===== src/rtl/out_word_tx.sv =====
// out_word_tx: FIFO-buffered 16-bit word transmitter, two UART byte frames per word.
// Define OUT_WORD_TX_PARITY_EN to add an even-parity bit to every byte frame.
module out_word_tx #(
    parameter int CLKS_PER_BIT = 16,
    parameter int FIFO_DEPTH   = 4
) (
    input  logic        clock,
    input  logic        reset,
    input  logic        wr_en,
    input  logic [15:0] wr_data,
    output logic        full,
    output logic        empty,
    output logic        busy,
    output logic        overflow,
    output logic        tx
);
    localparam int AW = $clog2(FIFO_DEPTH);
    localparam int CW = AW + 1;
    localparam int BW = (CLKS_PER_BIT > 1) ? $clog2(CLKS_PER_BIT) : 1;
    localparam logic [BW-1:0] BAUD_RELOAD = BW'(CLKS_PER_BIT - 1);
    localparam logic [CW-1:0] DEPTH_CNT   = CW'(FIFO_DEPTH);

`ifdef OUT_WORD_TX_PARITY_EN
    typedef enum logic [2:0] {IDLE, START, DATA, PARITY, STOP} state_t;
`else
    typedef enum logic [2:0] {IDLE, START, DATA, STOP} state_t;
`endif

    logic [15:0]   mem_q [FIFO_DEPTH];
    logic [AW-1:0] wr_ptr_q, wr_ptr_d;
    logic [AW-1:0] rd_ptr_q, rd_ptr_d;
    logic [CW-1:0] cnt_q, cnt_d;
    logic          ovf_q, ovf_d;
    logic          push, pop;

    state_t        state_q;
    logic [15:0]   shift_q;
    logic [2:0]    bit_q;
    logic          byte_q;
    logic [BW-1:0] baud_q;
    logic          par_q;
    logic          tx_q;

    assign full     = (cnt_q == DEPTH_CNT);
    assign empty    = (cnt_q == '0);
    assign busy     = (state_q != IDLE);
    assign overflow = ovf_q;
    assign tx       = tx_q;

    // A write offered while full is dropped even if a pop frees a slot this edge.
    assign push = wr_en && !full;
    assign pop  = (state_q == IDLE) && !empty;

    always_comb begin
        wr_ptr_d = wr_ptr_q;
        rd_ptr_d = rd_ptr_q;
        cnt_d    = cnt_q;
        ovf_d    = ovf_q | (wr_en & full);
        if (push)
            wr_ptr_d = wr_ptr_q + AW'(1);
        if (pop)
            rd_ptr_d = rd_ptr_q + AW'(1);
        unique case ({push, pop})
            2'b10:   cnt_d = cnt_q + CW'(1);
            2'b01:   cnt_d = cnt_q - CW'(1);
            default: cnt_d = cnt_q;
        endcase
    end

    always_ff @(posedge clock) begin
        if (push)
            mem_q[wr_ptr_q] <= wr_data;
    end

    always_ff @(posedge clock or posedge reset) begin
        if (reset) begin
            wr_ptr_q <= '0;
            rd_ptr_q <= '0;
            cnt_q    <= '0;
            ovf_q    <= 1'b0;
        end else begin
            wr_ptr_q <= wr_ptr_d;
            rd_ptr_q <= rd_ptr_d;
            cnt_q    <= cnt_d;
            ovf_q    <= ovf_d;
        end
    end

    always_ff @(posedge clock or posedge reset) begin
        if (reset) begin
            state_q <= IDLE;
            shift_q <= '0;
            bit_q   <= '0;
            byte_q  <= 1'b0;
            baud_q  <= '0;
            par_q   <= 1'b0;
            tx_q    <= 1'b1;
        end else begin
            unique case (state_q)
                IDLE: begin
                    tx_q <= 1'b1;
                    if (pop) begin
                        shift_q <= mem_q[rd_ptr_q];
                        byte_q  <= 1'b0;
                        baud_q  <= BAUD_RELOAD;
                        tx_q    <= 1'b0;
                        state_q <= START;
                    end
                end
                START: begin
                    if (baud_q != '0) begin
                        baud_q <= baud_q - BW'(1);
                    end else begin
                        baud_q  <= BAUD_RELOAD;
                        tx_q    <= shift_q[0];
                        par_q   <= shift_q[0];
                        shift_q <= {1'b0, shift_q[15:1]};
                        bit_q   <= '0;
                        state_q <= DATA;
                    end
                end
                DATA: begin
                    if (baud_q != '0) begin
                        baud_q <= baud_q - BW'(1);
                    end else begin
                        baud_q <= BAUD_RELOAD;
                        if (bit_q != 3'd7) begin
                            tx_q    <= shift_q[0];
                            par_q   <= par_q ^ shift_q[0];
                            shift_q <= {1'b0, shift_q[15:1]};
                            bit_q   <= bit_q + 3'd1;
                        end else begin
`ifdef OUT_WORD_TX_PARITY_EN
                            tx_q    <= par_q;
                            state_q <= PARITY;
`else
                            tx_q    <= 1'b1;
                            state_q <= STOP;
`endif
                        end
                    end
                end
`ifdef OUT_WORD_TX_PARITY_EN
                PARITY: begin
                    if (baud_q != '0) begin
                        baud_q <= baud_q - BW'(1);
                    end else begin
                        baud_q  <= BAUD_RELOAD;
                        tx_q    <= 1'b1;
                        state_q <= STOP;
                    end
                end
`endif
                STOP: begin
                    if (baud_q != '0) begin
                        baud_q <= baud_q - BW'(1);
                    end else if (!byte_q) begin
                        // Low byte done: shift_q[7:0] now holds the high byte.
                        baud_q  <= BAUD_RELOAD;
                        byte_q  <= 1'b1;
                        tx_q    <= 1'b0;
                        state_q <= START;
                    end else begin
                        byte_q  <= 1'b0;
                        tx_q    <= 1'b1;
                        state_q <= IDLE;
                    end
                end
                default: begin
                    tx_q    <= 1'b1;
                    state_q <= IDLE;
                end
            endcase
        end
    end
endmodule

===== config.mk =====
export PLATFORM = sky130hd
export DESIGN_NAME = out_word_tx
export DESIGN_NICKNAME = d
export VERILOG_FILES = /design/src/rtl/out_word_tx.sv
export SDC_FILE = /design/constraint.sdc
export NUM_CORES = 1
export LEC_CHECK = 0
export ABC_AREA = 1
export CORE_MARGIN = 3
export CORE_UTILIZATION = 33
export CTS_CLUSTER_DIAMETER = 40
export DETAILED_ROUTE_END_ITERATION = 16
export SLEW_MARGIN = 20
export SYNTH_ARGS = -nofsm -noshare
export SYNTH_HDL_FRONTEND = slang
export SYNTH_SLANG_ARGS = --single-unit

===== constraint.sdc =====
create_clock -name clock -period 2.4 [get_ports clock]
set_clock_uncertainty 0.15 [all_clocks]
set_input_delay 0.36 -clock clock [delete_from_list [all_inputs] [get_ports clock]]
set_output_delay 0.36 -clock clock [all_outputs]
set_load 0.02 [all_outputs]

==> results.toml, run 1 <==
[outcome]
run_status = "complete, no violations"

[synth]
post_synth.cell_area_avg_um2 = 10.2
yosys-top-cells-count = "nand2_1 (173), edfxtp_1 (64), nand3_1 (53)"
xor_xnor_portion_of_the_synthesized_cell_area = 0.00786
synth_area_um2 = 4460
yosysTopAreaCell = "edfxtp_1"
dominant_combinational_cell_family_by_area_after_synthesis = "simple AND/OR/NAND/NOR gates"
cells_taking_the_most_area_after_synthesis = "edfxtp_1 (43%), dfrtp_1 (19%), nand2_1 (15%)"
ys_ff_latch = 99
synth_compound_gate_area_share = 0.0185
seq_area_frac_synth = 0.628
synth.area.mux_share = 0
synth_top_flop_cell = "edfxtp_1"
synthAdderAreaFrac = 0.0410
synth-async-reset-ratio = 0.354
synth.top_cell.area_share = 0.431
gate_count_post_synth = 437
number_of_warning_messages_in_the_yosys_log = 0
post_synth_and_or_nand_nor_area_fraction = 0.256
synth_edf_count = 64
yosysUniqueCellTypes = 32
synth.net_count = 470
synthMostInstantiatedCell = "nand2_1"

[detailed_routing]
drt-initial-drc-count = 189
first_pass_iters = 4
dr_total_vias = 2982
finalWirelength_um = 8850
avgRoutedWirePerCell_um = 13.8
routed_via_density = 4.64
ant_nets = 0
drc = 0

[pwr]
power_frac_seq = 0.512
combPwrFrac = 0.132
design_power_total_mw = 4.27
ir_drop_mv = 0.353
power_density_nw_per_um2 = 821
cell_internal_pwr_mw = 3.14
static_leakage_nw = 2.21
power.share.switching = 0.264
power.clock.fraction = 0.356
total_switching_power_mw = 1.13

[timing]
slew_violations = 0
unrepaired_setup_endpoints_after_global_routing = "no"
relSlewSlack = 0.593
layout_min_cycle_time_ps = 2220
timing_hold_violations_final = 0
final.setup.tns_ps = 0
max_slew.worst_pin.slew_ps = 610
max_clock_freq_ghz = 0.451
final_setup_fails = 0
period_share = 0.924

[die]
floorplan.die_area_um2 = 14900
die_y_um = 122
die_x_um = 122
floorplan.core_area_um2 = 12900
num_io_pins = 24
site_rows = 41
start_util = 0.345

[layout]
finish.utilization = 0.402
syn_to_final_growth_pct = 16.6
n_antenna_cell = 0
drive_gt1_frac = 0.102
final_cell_count_no_fill = 642
final_area_um2 = 5200
n_fill_cell = 1264
total_number_of_nets_in_the_final_design = 498

[cts]
tritoncts_clock_tree = "done"
h-tree-depth = 3
cts.root.buffer_cell = "clkbuf_16"
cts_num_sinks = 99
max-clock-path-buffers = 2
tritoncts.num_buffers = 9
cts_hold_repair.buffers = 0
clk_transition_reported_paths_ps = 70
clk-insertion-delay-late_ps = 350

[critical_path]
crit_path_max_fanout = 4
critPathCaptureType = "output port"
regToRegEndpoint = "cnt_q[2]$_DFFE_PP0P_"
critPathArrivalTime_ps = 1710
reg2reg_from = "state_q[0]$_DFFE_PP0P_"
cp-startpoint = "cnt_q[0]$_DFFE_PP0P_"
critPathLaunchType = "flip-flop"
r2r_slack_ps = 200
worst_setup_ep = "full"
timing.reg2reg.worst_path_depth = 10
timing_worst_setup_path_type = "reg2out"
crit_required_ps = 1890

[flow_run]
max_cap_violations = 0

[global_route]
grt_start_max_net_pins = 36
global_route_wire_length_before_repair_um = 15000
antenna_found_initial = 0
grt_use_total = 0.130
grt_overflow = 0
first_global_vias = 2930

[place]
gp_routability_congestion = 0.818
placed_cell_area_um2 = 4870
place.detailed.hpwl_um = 5440
buffer_ports.inserted = 23
placed_cells_incl_taps = 626

[worst_hold_path]
hold_path.class = "in2async"
placed cells by master, fill, tap and decap left out, drive strengths merged:
cell / netlist / final
or2: 3 / 3
fa: 1 / 1
xnor2: 1 / 1
nor3: 1 / 1
nand3: 55 / 55
nor2: 16 / 16
clkbuf: 1 / 9
clkinvlp: 0 / 1
clkdlybuf4s50: 0 / 22
edfxtp: 64 / 64
a31o: 1 / 1
dfrtp: 34 / 34
buf: 14 / 9
ha: 13 / 13
dlymetal6s2s: 0 / 1
o21ai: 11 / 11
nand2: 178 / 178
bufinv: 0 / 1
clkinv: 0 / 3
xor2: 3 / 3
dfstp: 1 / 1
a21oi: 3 / 3
nand4: 6 / 6
inv: 31 / 33
worst min-delay path by stage:
stage / depth (start not counted) / endpoint / slack [ps] / from
after floorplan: 2 / shift_q[15]$_DFFE_PP0P_ / 290 / shift_q[15]$_DFFE_PP0P_
after global placement: 2 / shift_q[15]$_DFFE_PP0P_ / 310 / shift_q[15]$_DFFE_PP0P_
after detailed placement: 1 / overflow$_DFF_PP0_ / 310 / overflow$_DFF_PP0_
after CTS: 3 / wr_ptr_q[1]$_DFFE_PP0P_ / 300 / reset
after global routing: 3 / cnt_q[0]$_DFFE_PP0P_ / 320 / reset
final: 3 / cnt_q[0]$_DFFE_PP0P_ / 270 / reset
state kept, by name, indices dropped and copies added, names as in the netlist:
signal	flops
bit_q	3
mem_q	64
tx	1
cnt_q	3
byte_q	1
state_q	2
shift_q	16
rd_ptr_q	2
baud_q	4
overflow	1
wr_ptr_q	2
cell type report:
class,instances,area (um2),area share
Timing Repair Buffer,32,300,0.0577
Clock inverter,7,93.8,0.0180
Sequential cell,99,2800,0.538
Clock buffer,9,225,0.0433
Inverter,31,116,0.0224
Tap cell,172,215,0.0414
Multi-Input combinational cell,292,1450,0.279
logic make-up (layout without fill, tap and decap cells):
group / after synthesis / count (layout)
adders and majority gates: 14 / 14
DFF: 99 / 99
AOI/OAI and AO/OA: 15 / 15
xor gates and xnor gates: 4 / 4
buffers and inverters: 46 / 79
and+or+nand+nor: 259 / 259
repair_timing:
item / 4_1_cts / 5_1_grt
endpoints found under the setup margin: 0 / 2
endpoints found under the hold margin: 0 / 0
resized for setup: 0 / 4
buffers inserted: 0 / 0
worst max-delay path, cell delays in order, from the launching register on:
cell             delay [ps]
dfrtp_1                 440
nor2_4                  160
nand2_1                 100
inv_1                    70
clkdlybuf4s50_1         600
metal layers:
layer,GRT usage,share of wire,vias to the layer above
met5,0,0,-
met4,0.0434,0.0087,0
met3,0.0373,0.046,7
met2,0.198,0.46,52
met1,0.179,0.48,1426
li1,-,-,1497
power by group through the flow:
stage	Combinational [mW]	Sequential (mW)	Clock, mW
after global routing	0.646	2.21	1.62
after global placement	0.548	2.21	0
final	0.564	2.19	1.52
after floorplan	0.339	2.21	0
after detailed placement	0.570	2.22	0
after CTS	0.572	2.19	1.57
through the flow:
step / worst slack (ps) / hold WS, ps
after floorplan: 349 / 292
after global placement: 248 / 309
after detailed placement: 161 / 308
after CTS: 15.5 / 297
after global routing: 43.1 / 323
final: 184 / 269
Power figures use the tool's default switching activity.
==> run 2, diff against run 1 <==
- CORE_UTILIZATION: 33 -> 46
- SKIP_CTS_REPAIR_TIMING: unset -> 1
==> results.toml, run 2 (synthesis results as in run 1) <==
[layout]
final_common_cell = "nand2_1"
total_number_of_nets_in_the_final_design = 500
drive_gt1_frac = 0.0996
syn_to_final_growth_pct = 12.9
largest_reg_flops = 64
max_flop_register = "mem_q"
top_regs = "mem_q: 64 flops, shift_q: 16 flops, baud_q: 4 flops"
n_antenna_cell = 0
final_cell_mix = "nand2_1 (173), edfxtp_1 (64), nand3_1 (53)"

[critical_path]
reg2reg_from = "state_q[1]$_DFFE_PP0P_"
timing.critical_path.slowest_stage_cell = "clkdlybuf4s50_1"
timing.reg2reg.worst_path_depth = 10
crit_path_max_incr_delay_ps = 590
crit_required_ps = 1890
critPathLaunchType = "flip-flop"
regToRegEndpoint = "cnt_q[2]$_DFFE_PP0P_"
critPathArrivalTime_ps = 1720
r2r_slack_ps = 260
worstPathBufferInverterCount = 2
timing_worst_setup_path_type = "reg2out"
critPathCaptureType = "output port"
crit_path_max_fanout = 4
largest_delay_contributor_family_on_the_critical_path = "buffers and inverters"
cell_depth_of_the_worst_setup_path = 4
path_cells = "nor2_4, nand2_1, inv_1, clkdlybuf4s50_1"

[cts]
h-tree-depth = 3
clk_transition_reported_paths_ps = 90
cts_num_sinks = 99
tritoncts_clock_tree = "done"
clk-insertion-delay-late_ps = 360
tritoncts.num_buffers = 9
cts.root.buffer_cell = "clkbuf_8"
max-clock-path-buffers = 2

[detailed_routing]
drc = 0
routed_via_density = 4.81
dr_total_vias = 2889
finalWirelength_um = 8260
ant_nets = 0
first_pass_iters = 4
drt-initial-drc-count = 139
avgRoutedWirePerCell_um = 13.8

[pwr]
ir_drop_mv = 0.463
static_leakage_nw = 2.17
power_density_nw_per_um2 = 756

[die]
floorplan.die_area_um2 = 10900
num_io_pins = 24
site_rows = 35
floorplan.core_area_um2 = 9330
start_util = 0.478
die_y_um = 104
die_x_um = 104

[timing]
final.setup.tns_ps = 0
max_slew.worst_pin.slew_ps = 597
relSlewSlack = 0.601
period_share = 0.928
timing_hold_violations_final = 0
max_clock_freq_ghz = 0.449
final_setup_fails = 0
hold_slack_ps = 239
slew_violations = 0
layout_min_cycle_time_ps = 2230
unrepaired_setup_endpoints_after_global_routing = "no"

[global_route]
grt_overflow = 0
global_route_wire_length_before_repair_um = 13400
grt_use_total = 0.156
antenna_found_initial = 0
first_global_vias = 2758
grt_start_max_net_pins = 36

[place]
buffer_ports.inserted = 23
gp_routability_congestion = 0.780
place.detailed.hpwl_um = 5120

[worst_hold_path]
hold_path.class = "in2async"

[outcome]
run_status = "complete, no violations"

[flow_run]
max_cap_violations = 0
[run 2: worst max-delay path by stage]
stage | startpoint | endpoint | slack [ps]
6_report | cnt_q[1]$_DFFE_PP0P_ | empty | 170
3_3_place_gp | wr_en | cnt_q[2]$_DFFE_PP0P_ | 260
4_1_cts | state_q[0]$_DFFE_PP0P_ | busy | -80
3_5_place_dp | wr_en | cnt_q[2]$_DFFE_PP0P_ | 200
2_1_floorplan | state_q[0]$_DFFE_PP0P_ | cnt_q[2]$_DFFE_PP0P_ | 350
5_1_grt | state_q[0]$_DFFE_PP0P_ | cnt_q[2]$_DFFE_PP0P_ | 20
[run 2: per-layer routing]
| metal | track usage | vias up | share of wire |
|---|---|---|---|
| met5 | 0 | - | 0 |
| met4 | 0.0418 | 0 | 0.010 |
| met3 | 0.0453 | 7 | 0.038 |
| met2 | 0.257 | 43 | 0.48 |
| met1 | 0.202 | 1350 | 0.47 |
| li1 | - | 1489 | - |
[run 2: layout make-up]
| class | instances | area (um2) |
|---|---|---|
| Fill cell | 836 | 4290 |
| Clock buffer | 10 | 128 |
| Multi-Input combinational cell | 292 | 1440 |
| Tap cell | 129 | 161 |
| Clock inverter | 6 | 72.6 |
| Sequential cell | 99 | 2800 |
| Timing Repair Buffer | 34 | 315 |
| Inverter | 31 | 116 |
[run 2: stage by stage]
| step | total power, mW | util | area [um2] | std cells | setup WS (ps) |
|---|---|---|---|---|---|
| detailed placement | 2.78 | 0.518 | 4830 | 585 | 204 |
| global route | 4.00 | 0.540 | 5040 | 601 | 18.2 |
| floorplan | 2.55 | - | 4460 | 437 | 349 |
| CTS | 3.86 | 0.540 | 5030 | 601 | -76.9 |
| global placement | 2.76 | 0.518 | 4830 | 585 | 262 |
| finish | 3.81 | 0.540 | 5040 | 601 | 172 |
[run 2: worst min-delay path, cell delays in order]
cell	delay, ps
clkdlybuf4s50_1	390
inv_1	50
buf_4	380
[run 2: report_power, final]
group | internal, mW | switching (mW)
combinational | 0.199 | 0.350
clock | 0.496 | 0.583
sequential | 2.10 | 0.0820
total | 2.79 | 1.01
